File: config.mk
export PLATFORM = sky130hd
export DESIGN_NAME = reg_wr_arbiter
export DESIGN_NICKNAME = d
export VERILOG_FILES = /design/src/rtl/reg_wr_arbiter.sv
export SDC_FILE = /design/constraint.sdc
export NUM_CORES = 1
export LEC_CHECK = 0
export CORE_MARGIN = 1
export CORE_UTILIZATION = 37
export DETAILED_ROUTE_END_ITERATION = 10
export HOLD_SLACK_MARGIN = 0.1
export PLACE_DENSITY = 0.73
export SLEW_MARGIN = 5
export SYNTH_ARGS = -nofsm -noshare
export SYNTH_HDL_FRONTEND = slang
export SYNTH_SLANG_ARGS = --single-unit
File: constraint.sdc
create_clock -name clk -period 3.9 [get_ports clk]
set_input_delay 0.39 -clock clk [delete_from_list [all_inputs] [get_ports clk]]
set_output_delay 0.39 -clock clk [all_outputs]
set_load 0.02 [all_outputs]
File: src/rtl/reg_wr_arbiter.sv
// Write-port controller for reg_file: clears x1..x31 after reset, then round-robins NREQ requesters.
// 1-cycle handshake-to-we latency, one accept per cycle; un-granted requesters hold addr/data while valid.
module reg_wr_arbiter #(
  parameter int NREQ           = 3,
  parameter int XLEN           = 32,
  parameter int AW             = 5,
  parameter int CLEAR_ON_RESET = 1
) (
  input  logic                 clk,
  input  logic                 rst,
  input  logic [NREQ-1:0]      req_valid,
  input  logic [NREQ*AW-1:0]   req_addr,
  input  logic [NREQ*XLEN-1:0] req_data,
  output logic [NREQ-1:0]      req_ready,
  output logic                 we,
  output logic [AW-1:0]        wa,
  output logic [XLEN-1:0]      wd,
  output logic [2:0]           grant_id,
  output logic                 init_done
);

  localparam int PW = (NREQ > 1) ? $clog2(NREQ) : 1;
  localparam logic [AW-1:0] LAST_REG = '1;

  typedef enum logic {CLEAR, RUN} state_t;

  state_t          state, state_nxt;
  logic [AW-1:0]   cnt, cnt_nxt;
  logic [PW-1:0]   rr_ptr, rr_ptr_nxt;
  logic            we_nxt, init_done_nxt;
  logic [AW-1:0]   wa_nxt;
  logic [XLEN-1:0] wd_nxt;
  logic [2:0]      grant_id_nxt;

  logic [NREQ-1:0] gnt;
  logic [PW-1:0]   gnt_idx;
  logic            found;
  logic [PW:0]     sum;
  logic [AW-1:0]   sel_addr;
  logic [XLEN-1:0] sel_data;

  // Rotating priority search: first valid requester at or above rr_ptr, modulo NREQ.
  always_comb begin
    gnt     = '0;
    gnt_idx = '0;
    found   = 1'b0;
    sum     = '0;
    for (int k = 0; k < NREQ; k++) begin
      sum = {1'b0, rr_ptr} + (PW+1)'(k);
      if (sum >= (PW+1)'(NREQ)) sum = sum - (PW+1)'(NREQ);
      if (!found && req_valid[sum[PW-1:0]]) begin
        found              = 1'b1;
        gnt[sum[PW-1:0]]   = 1'b1;
        gnt_idx            = sum[PW-1:0];
      end
    end
  end

  assign sel_addr  = req_addr[gnt_idx*AW +: AW];
  assign sel_data  = req_data[gnt_idx*XLEN +: XLEN];
  assign req_ready = (state == RUN) ? gnt : '0;

  always_comb begin
    state_nxt     = state;
    cnt_nxt       = cnt;
    rr_ptr_nxt    = rr_ptr;
    we_nxt        = 1'b0;
    wa_nxt        = wa;
    wd_nxt        = wd;
    grant_id_nxt  = grant_id;
    init_done_nxt = init_done;
    case (state)
      CLEAR: begin
        we_nxt  = 1'b1;
        wa_nxt  = cnt;
        wd_nxt  = '0;
        cnt_nxt = cnt + 1'b1;
        if (cnt == LAST_REG) begin
          state_nxt     = RUN;
          init_done_nxt = 1'b1;
        end
      end
      RUN: begin
        if (found) begin
          // x0 is hardwired zero: the handshake completes but no write is issued.
          we_nxt       = (sel_addr != '0);
          wa_nxt       = sel_addr;
          wd_nxt       = sel_data;
          grant_id_nxt = 3'(gnt_idx);
          rr_ptr_nxt   = (gnt_idx == PW'(NREQ-1)) ? '0 : gnt_idx + 1'b1;
        end
      end
      default: state_nxt = CLEAR;
    endcase
  end

  always_ff @(posedge clk or negedge rst) begin
    if (!rst) begin
      state     <= (CLEAR_ON_RESET != 0) ? CLEAR : RUN;
      init_done <= (CLEAR_ON_RESET == 0);
      cnt       <= AW'(1);
      rr_ptr    <= '0;
      we        <= 1'b0;
      wa        <= '0;
      wd        <= '0;
      grant_id  <= '0;
    end else begin
      state     <= state_nxt;
      init_done <= init_done_nxt;
      cnt       <= cnt_nxt;
      rr_ptr    <= rr_ptr_nxt;
      we        <= we_nxt;
      wa        <= wa_nxt;
      wd        <= wd_nxt;
      grant_id  <= grant_id_nxt;
    end
  end

endmodule

==> results of run 1 <==
==> metrics by stage <==
step / util (%) / power (mW) / setup WS [ns] / hold WS [ns] / cell area, µm²
finish: 62.0 / 4.15 / 0.426 / 0.463 / 4890
global route: 62.0 / 4.43 / 0.265 / 0.483 / 4890
CTS: 62.0 / 4.17 / 0.452 / 0.467 / 4890
detailed placement: 60.2 / 3.74 / 0.595 / 0.395 / 4750
global placement: 60.2 / 3.70 / 0.646 / 0.385 / 4750
floorplan: - / 2.78 / 1.42 / 0.0944 / 3090
==> cells in the mapped netlist, drive strengths merged, types with 2 or more instances <==
cell type / n
ha: 6
nor2: 47
nand4: 3
a22o: 34
a21oi: 40
mux2i: 35
nor3: 5
a22oi: 3
nor2b: 4
mux2: 6
clkbuf: 8
nand2b: 3
nor3b: 2
nand2: 11
nand3: 2
a21boi: 2
or3: 2
xnor2: 3
a221o: 4
or2: 2
buf: 17
dfrtp: 48
nand3b: 2
a311oi: 2
inv: 5
o21ai: 10
and3: 2
a32oi: 2
==> layer usage <==
| metal | global-route usage (%) | share of wire [%] |
|---|---|---|
| met2 | 37.7 | 49 |
| met5 | 0 | 0 |
| met1 | 26.0 | 42 |
| met3 | 5.28 | 7.3 |
| met4 | 6.92 | 2.3 |
==> area by class of cell <==
class,count,area (µm²),share of cell area (%)
Multi-Input combinational cell,245,1720,35.1
Clock buffer,5,68.8,1.41
Sequential cell,49,1230,25.1
Clock inverter,3,65.1,1.33
Inverter,5,18.8,0.384
Timing Repair Buffer,168,1670,34.1
Tap cell,102,128,2.61
==> power groups by stage <==
| stage | sequential, mW | combinational (mW) | clock [mW] |
|---|---|---|---|
| 3_5_place_dp | 0.885 | 2.85 | 0 |
| 2_1_floorplan | 1.14 | 1.64 | 0 |
| 5_1_grt | 0.908 | 3.06 | 0.454 |
| 4_1_cts | 0.881 | 2.86 | 0.434 |
| 3_3_place_gp | 0.883 | 2.82 | 0 |
| 6_report | 0.879 | 2.84 | 0.425 |
==> cells by family (layout without fill, tap and decap cells) <==
family / count (synthesis) / in the layout / share of synthesized area (%)
flip-flops: 49 / 49 / 39.7
AO/OA/AOI/OAI: 106 / 106 / 23.7
buffers and inverters: 30 / 181 / 5.43
AND/OR/NAND/NOR: 88 / 88 / 13.6
multiplexers: 41 / 41 / 14.2
adder cells (fa/ha/maj): 6 / 6 / 2.43
other: 1 / 1 / 0.121
XOR/XNOR: 3 / 3 / 0.851
==> flip-flops by register name, indices dropped and copies added, names as in the netlist <==
| register | count |
|---|---|
| grant_id | 2 |
| wd | 32 |
| wa | 5 |
| init_done | 1 |
| cnt | 5 |
| rr_ptr | 2 |
| state | 1 |
| we | 1 |
==> layout by cell type (no fill, tap or decap), drive strengths merged, types with 2 or more instances in the layout <==
master and instances:
a21boi 2, a21oi 40, a221o 4, a22o 34
a22oi 3, a311oi 2, a32oi 2, and3 2
buf 9, bufinv 2, clkbuf 5, clkdlybuf4s50 158
dfrtp 48, ha 6, inv 5, mux2 6
mux2i 35, nand2 11, nand2b 3, nand3 2
nand3b 2, nand4 3, nor2 47, nor2b 4
nor3 5, nor3b 2, o21ai 10, or2 2
or3 2, xnor2 3
==> timing repair <==
item                                   in CTS  in global routing
gates resized for setup                     0                  0
hold buffers                                1                  0
setup buffers                               0                  0
endpoints found under the hold margin      22                  0
==> worst paths after layout <==
kind | from | endpoint | cells after the start
setup reg to reg | rr_ptr[1] | wd[12] | 10
setup / recovery | rr_ptr[1] | req_ready[1] | 10
max in group asynchronous | rst | cnt[0] | 3
min in group asynchronous | rst | state | 2
hold reg to reg | init_done | init_done | 1
hold / removal | init_done | init_done | 1
==> impl_metrics.yaml, run 1 <==
status:
  run_status: "finished, final reports clean"
critical_path:
  cp_slowest_stage_delay_ns: 0.61
  crit_path_end_kind: "output pin"
  worstPathCellList: "inv_1 -> ha_1 -> mux2_4 -> mux2_2 -> nor2_1 -> nand2_1 -> a21oi_1 -> nor2_1 -> nor2_1 -> clkdlybuf4s50_1"
  timing.reg2reg.setup_slack_ns: 0.69
  arrival_ns: 3.08
  path_delay_family: "buffers and inverters"
  cpMostUsedCell: "nor2_1"
  crit_path_top_delay_cell: "clkdlybuf4s50_1"
  crit_required_ns: 3.51
  worstSetupPathType: "reg2out"
  start_kind: "register"
  crit_fanout: 9
  path_buf_inv: 2
global_routing:
  grt_pass1_vias: 3010
  track_usage_pct: 21.6
  grt_antenna_before_repair: 0
  grt_pass1_wl_mm: 14.6
  grt_max_degree: 46
  overflow: 0
power:
  irDropWorstVdd_uv: 366
  combPwrFrac_pct: 68.6
  clockPowerShare_pct: 10.3
  p_sw_mw: 1.77
  power.density_mw_per_mm2: 847
  p_sw_share_pct: 42.7
  internal_power_mw: 2.38
  p_seq_share_pct: 21.2
  p_leak_nw: 2.18
yosys:
  synth_top_area_share_pct: 38.9
  synth_seq_cells: 49
  synth-edff-count: 0
  ys_types: 51
  yosysWarnings: 0
  yosys.area.top_type: "dfrtp_1"
  synth_fp_nets: 446
  synth.avg_cell_area_um2: 9.53
  yosysSeqAreaShare_pct: 39.7
  ys.flop_type: "dfrtp_1"
  ys_top_cells_by_area: "dfrtp_1 39%, mux2i_1 11%, a22o_1 9.6%"
  synth_area_mm2: 0.00309
  synth_cells: 324
  ys_async_sr_fraction_pct: 100
timing:
  max-slew-margin-rel_pct: 50.3
  setup_viol: 0
  max_freq_mhz: 288
  clock_skew_ns: 0.00930
  fin_crit_ns: 3.47
  tns_ns: 0
  hold_viol: 0
  worstMarginPinSlew_ns: 0.737
  slew_viol_final: 0
  post-route-period-util_pct: 89.1
  rsz0062_at_grt: "false"
clock_tree:
  root_buffer: "clkbuf_8"
  cts_tree: "done"
  numCtsBuffers: 5
  clock_latency_ns: 0.30
  cts.htree.levels: 2
  cts_sinks: 49
  cts_buffer_depth: 2
  clk_pin_slew_worst_paths_ns: 0.09
detailed_routing:
  wire_per_inst_um: 16.3
  routed_wl_mm: 9.40
  firstDrtPassIters: 5
  via_per_inst: 5.32
  drc: 0
  drtIter0Drc: 110
  vias: 3068
  ant_nets: 0
floorplanning:
  rows: 32
  die-height_um: 93.4
  die-width_um: 93.4
  core_area_mm2: 0.00789
  die_area_mm2: 0.00872
  io_pins: 161
  start_util_pct: 39.1
placed_design:
  numPlacedInstances: 568
  place_congestion: 0.910
  post-dp-hpwl_mm: 7.28
  portBuffers: 159
layout:
  nNetsFinal: 596
  fillCellCount: 684
  drive_above_1_share_pct: 6.74
  antenna_cells: 0
  layoutNonFillerInstCount: 577
  area_growth_pct: 58.4
run:
  maxCapViolations: 0
worst_hold_path:
  min_path_type: "reg2reg"
(Power assumes the default switching activity.)
==> run 2: changes to the inputs <==
- CORE_UTILIZATION: 37 -> 43
- PLACE_DENSITY: 0.73 -> 0.83
==> run 2 against run 1 <==
  * Non-clock buffer count is 2 lower
  * Hold slack got worse by 0.19 ns
  * Clock-buffer cell count rose by 1
  * Via count up 0.98%
  * Clock skew grew 0.00081 ns
  * Sequential share of layout area rose by 0.27 points
  * Critical path type unchanged
==> impl_metrics.yaml, run 2 (synthesized netlist as in run 1, its figures left out) <==
power:
  p_sw_mw: 1.74
  power.density_mw_per_mm2: 838
  internal_power_mw: 2.31
  p_seq_share_pct: 21.7
  irDropWorstVdd_uv: 436
  finalPower_mw: 4.06
  p_leak_nw: 2.15
  combPwrFrac_pct: 68.9
  p_sw_share_pct: 43.0
  clockPowerShare_pct: 9.3
floorplanning:
  die-width_um: 86.7
  core_area_mm2: 0.00687
  rows: 30
  start_util_pct: 45.0
  io_pins: 161
  die-height_um: 86.7
  die_area_mm2: 0.00752
critical_path:
  start_kind: "register"
  worstPathCellList: "inv_1 -> ha_1 -> mux2_4 -> mux2_2 -> nor2_1 -> nand2_1 -> a21oi_1 -> nor2_1 -> nor2_1 -> clkdlybuf4s50_1"
  critPathLaunch: "rr_ptr[1]"
  cp_slowest_stage_delay_ns: 0.62
  arrival_ns: 3.08
  crit_required_ns: 3.51
  crit_path_end_kind: "output pin"
  cpMostUsedCell: "nor2_1"
  crit_path_top_delay_cell: "clkdlybuf4s50_1"
  crit_fanout: 9
  path_delay_family: "buffers and inverters"
  worstSetupPathType: "reg2out"
  path_buf_inv: 2
  crit-reg2reg-launch: "rr_ptr[1]"
detailed_routing:
  drtIter0Drc: 132
  via_per_inst: 5.44
  vias: 3098
  firstDrtPassIters: 4
  drc: 0
  ant_nets: 0
  wire_per_inst_um: 15.8
  routed_wl_mm: 8.98
timing:
  max_freq_mhz: 288
  worstMarginPinSlew_ns: 1.06
  hold_viol: 0
  max-slew-margin-rel_pct: 29.1
  slew_viol_final: 0
  fin_crit_ns: 3.47
  setup_viol: 0
  clock_skew_ns: 0.0101
  post-route-period-util_pct: 89.1
  tns_ns: 0
  rsz0062_at_grt: "false"
  hold_ws_ns: 0.271
placed_design:
  post-dp-hpwl_mm: 7.00
  portBuffers: 159
  place_congestion: 0.902
clock_tree:
  numCtsBuffers: 5
  cts.htree.levels: 2
  post_cts_buffers: 0
  cts_resized: 0
  clock_latency_ns: 0.30
  clk_pin_slew_worst_paths_ns: 0.09
  cts_buffer_depth: 2
  cts_hold_buf: 0
  cts_sinks: 49
  cts_tree: "done"
  root_buffer: "clkbuf_8"
layout:
  largest_reg_flops: 32
  fillCellCount: 535
  layout_commonest_cell: "clkdlybuf4s50_1"
  top_regs: "wd x32, cnt x5, wa x5"
  final_cell_mix: "158 x clkdlybuf4s50_1, 48 x dfrtp_1, 46 x nor2_1"
  nNetsFinal: 594
  fin_util_pct: 70.5
  regMostFlops: "wd"
  antenna_cells: 0
  area_growth_pct: 56.8
  drive_above_1_share_pct: 6.55
status:
  run_status: "finished, final reports clean"
run:
  maxCapViolations: 0
global_routing:
  grt_pass1_vias: 2961
  grt_pass1_wl_mm: 13.9
  grtUsageMet2_pct: 42.0
  busiest_layer: "met2"
  grt_use_met1_pct: 28.3
  use_met3_pct: 5.24
  grt_max_degree: 50
  track_usage_pct: 23.7
  overflow: 0
  grt_antenna_before_repair: 0
worst_hold_path:
  min_path_type: "in2async"
-- run 2: cell count changes in the layout (fill, tap and decap cells not counted) --
| cell | previous run | this run |
|---|---|---|
| buf_12 | 1 | 0 |
| bufinv_16 | 2 | 1 |
| clkbuf_8 | 5 | 6 |
| clkinv_2 | 1 | 0 |
| clkinvlp_4 | 0 | 1 |
| dlygate4sd3_1 | 1 | 0 |
-- run 2: per-stage QoR --
stage               worst slack (ns)  instances  instance area [µm²]
floorplan                       1.42        324                 3090
global placement               0.592        561                 4720
detailed placement             0.539        561                 4720
CTS                            0.418        569                 4840
global route                   0.241        569                 4840
finish                         0.426        569                 4840
-- run 2: power by group through the flow --
stage               Clock, mW  Combinational (mW)  Sequential, mW
finish                  0.379                2.80           0.882
detailed placement          0                2.81           0.885
floorplan                   0                1.64            1.14
global placement            0                2.77           0.886
global route            0.406                3.02           0.909
CTS                     0.386                2.82           0.883
-- run 2: per-layer routing --
| layer | vias up | part of all wire (%) | wire length (µm) |
|---|---|---|---|
| li1 | 1487 | - | - |
| met1 | 1463 | 41 | 3710 |
| met2 | 131 | 50 | 4460 |
| met3 | 17 | 7.1 | 634 |
| met4 | 0 | 2.0 | 176 |
| met5 | - | 0 | 0 |
-- run 2: cell type report --
class,count,area [µm²],share of cell area (%)
clock buffer,6,82.6,1.71
clock inverter,2,37.5,0.775
inverter,5,18.8,0.388
multi-input combinational,245,1720,35.4
sequential,49,1230,25.4
tap,96,120,2.48
timing repair buffer,166,1640,33.9
-- run 2: path summary, 6_finish.rpt --
kind | end | slack (ns) | cells past startpoint
worst max-delay path | req_ready[1] | 0.43 | 10
worst max register to register | wd[17] | 0.71 | 10
worst min-delay path | state | 0.27 | 1
min in group clk | init_done | 0.46 | 1
max in group asynchronous | wd[28] | 2.96 | 1
worst min register to register | init_done | 0.46 | 1
==> run 3: changes to the inputs <==
- CORE_UTILIZATION: 43 -> 40
- CTS_BUF_LIST: not set -> sky130_fd_sc_hd__clkbuf_16
- PLACE_DENSITY: 0.83 -> 0.78
- clock period: 3.9 -> 3.4 ns (I/O delays scaled with it)
==> run 3 against run 2 <==
  * Global-route usage down 0.38 points
  * Critical path type unchanged
  * Core utilization down 3.0 points
  * Sequential cell count unchanged
  * Cell area up 2.7%
  * Highest routed layer unchanged
  * Critical path depth down 1
==> impl_metrics.yaml, run 3 (synthesized netlist as in run 1, its figures left out) <==
detailed_routing:
  drtIter0Drc: 146
  vias: 3140
  firstDrtPassIters: 4
  routed_wl_mm: 9.46
  ant_nets: 0
  drc: 0
  wire_per_inst_um: 16.4
  via_per_inst: 5.44
run:
  maxCapViolations: 0
critical_path:
  critPathLaunch: "rr_ptr[0]"
  path_buf_inv: 2
  r2r_end: "wd[25]"
  path_depth: 9
  arrival_ns: 2.89
  crit_required_ns: 3.06
  crit_path_top_delay_cell: "clkdlybuf4s50_1"
  crit-reg2reg-launch: "rr_ptr[0]"
  path_delay_family: "buffers and inverters"
  worstPathCellList: "inv_1 -> ha_2 -> mux2_2 -> nor2_1 -> nand2_1 -> a21oi_1 -> nor2_1 -> nor2_1 -> clkdlybuf4s50_1"
  crit_path_end_kind: "output pin"
  cpMostUsedCell: "nor2_1"
  cp_slowest_stage_delay_ns: 0.62
  critPathCapture: "req_ready[1]"
  start_kind: "register"
  r2r_cells: 9
  crit_fanout: 11
  worstSetupPathType: "reg2out"
  timing.reg2reg.setup_slack_ns: 0.60
global_routing:
  track_usage_pct: 23.3
  grt_pass1_vias: 3090
  grt_antenna_before_repair: 0
  grt_max_degree: 49
  overflow: 0
  grt_pass1_wl_mm: 15.3
clock_tree:
  cts_buffer_depth: 2
  root_buffer: "clkbuf_16"
  numCtsBuffers: 5
  clock_latency_ns: 0.28
  cts.htree.levels: 2
  clk_pin_slew_worst_paths_ns: 0.06
  cts_tree: "done"
  post_cts_buffers: 0
  cts_sinks: 49
power:
  p_leak_nw: 2.21
  finalPower_mw: 4.91
  power.density_mw_per_mm2: 988
  irDropWorstVdd_uv: 529
timing:
  finalWorstSetupSlack_ns: 0.169
  worstMarginPinSlew_ns: 0.568
  max-slew-margin-rel_pct: 62.1
  post-route-period-util_pct: 95.0
  hold_viol: 0
  clock_skew_ns: 0.00867
  rsz0062_at_grt: "false"
  max_freq_mhz: 310
  slew_viol_final: 0
  fin_crit_ns: 3.23
  setup_viol: 0
  tns_ns: 0
worst_hold_path:
  worstHoldStart: "init_done"
  min_path_type: "reg2reg"
layout:
  regMostFlops: "wd"
  fin_util_pct: 67.5
  final_cell_mix: "158 x clkdlybuf4s50_1, 48 x dfrtp_1, 46 x nor2_1"
  drive_above_1_share_pct: 7.53
  antenna_cells: 0
  nNetsFinal: 599
  area_growth_pct: 61.0
  layout_commonest_cell: "clkdlybuf4s50_1"
  top_regs: "wd x32, cnt x5, wa x5"
  largest_reg_flops: 32
placed_design:
  pre_cts_ws_ns: 0.352
  place_congestion: 0.967
  portBuffers: 159
  post-dp-hpwl_mm: 7.39
floorplanning:
  io_pins: 161
  core_area_mm2: 0.00737
  die-height_um: 89.9
  die_area_mm2: 0.00807
  die-width_um: 89.9
  rows: 31
  start_util_pct: 41.9
status:
  run_status: "finished, final reports clean"
[run 3: cell types whose count changed in the layout (fill, tap and decap cells not counted), sizes merged]
| cell | previous run | this run |
|---|---|---|
| buf | 8 | 12 |
| clkbuf | 6 | 5 |
| clkinv | 0 | 1 |
| clkinvlp | 1 | 0 |
| dlygate4sd3 | 0 | 1 |
| inv | 5 | 6 |
[run 3: cell type report]
type	instances	area, µm²
clock buffers	5	125
multi-input cells	245	1730
clock inverters	3	42.5
fillers	604	2400
well taps	99	124
inverters	5	18.8
flip-flops and latches	49	1230
repair buffers	171	1700
[run 3: how the worst min path moves through the flow]
| stage | to | slack [ns] | cells past startpoint |
|---|---|---|---|
| finish | init_done | 0.45 | 1 |
| global route | init_done | 0.49 | 1 |
| CTS | init_done | 0.46 | 1 |
| detailed placement | state | 0.30 | 1 |
| global placement | wa[4] | 0.31 | 1 |
| floorplan | cnt[1] | 0.04 | 0 |
[run 3: repair_timing]
action                                  in CTS  in global routing
endpoints found under the hold margin       19                  0
endpoints found under the setup margin       0                  2
gates resized for setup                      0                  3
hold buffers                                 1                  0
[run 3: layer usage]
layer	vias up	GRT usage, %	routed length (µm)
met3	16	5.50	630
met2	117	40.6	4730
met1	1509	28.6	3940
met5	-	0	0
li1	1498	-	-
met4	0	7.26	161
[run 3: where the power goes]
group / switching (mW) / leakage [nW] / total, mW / internal (mW)
clock: 0.211 / 0.0852 / 0.556 / 0.346
sequential: 0.149 / 0.577 / 1.02 / 0.868
combinational: 1.70 / 1.55 / 3.34 / 1.63
[run 3: stage by stage]
stage,hold WS [ns],instance area [µm²],instances
3_3_place_gp,0.306,4780,568
6_report,0.455,4970,577
4_1_cts,0.463,4960,577
2_1_floorplan,0.0444,3090,324
5_1_grt,0.492,4970,577
3_5_place_dp,0.304,4780,568
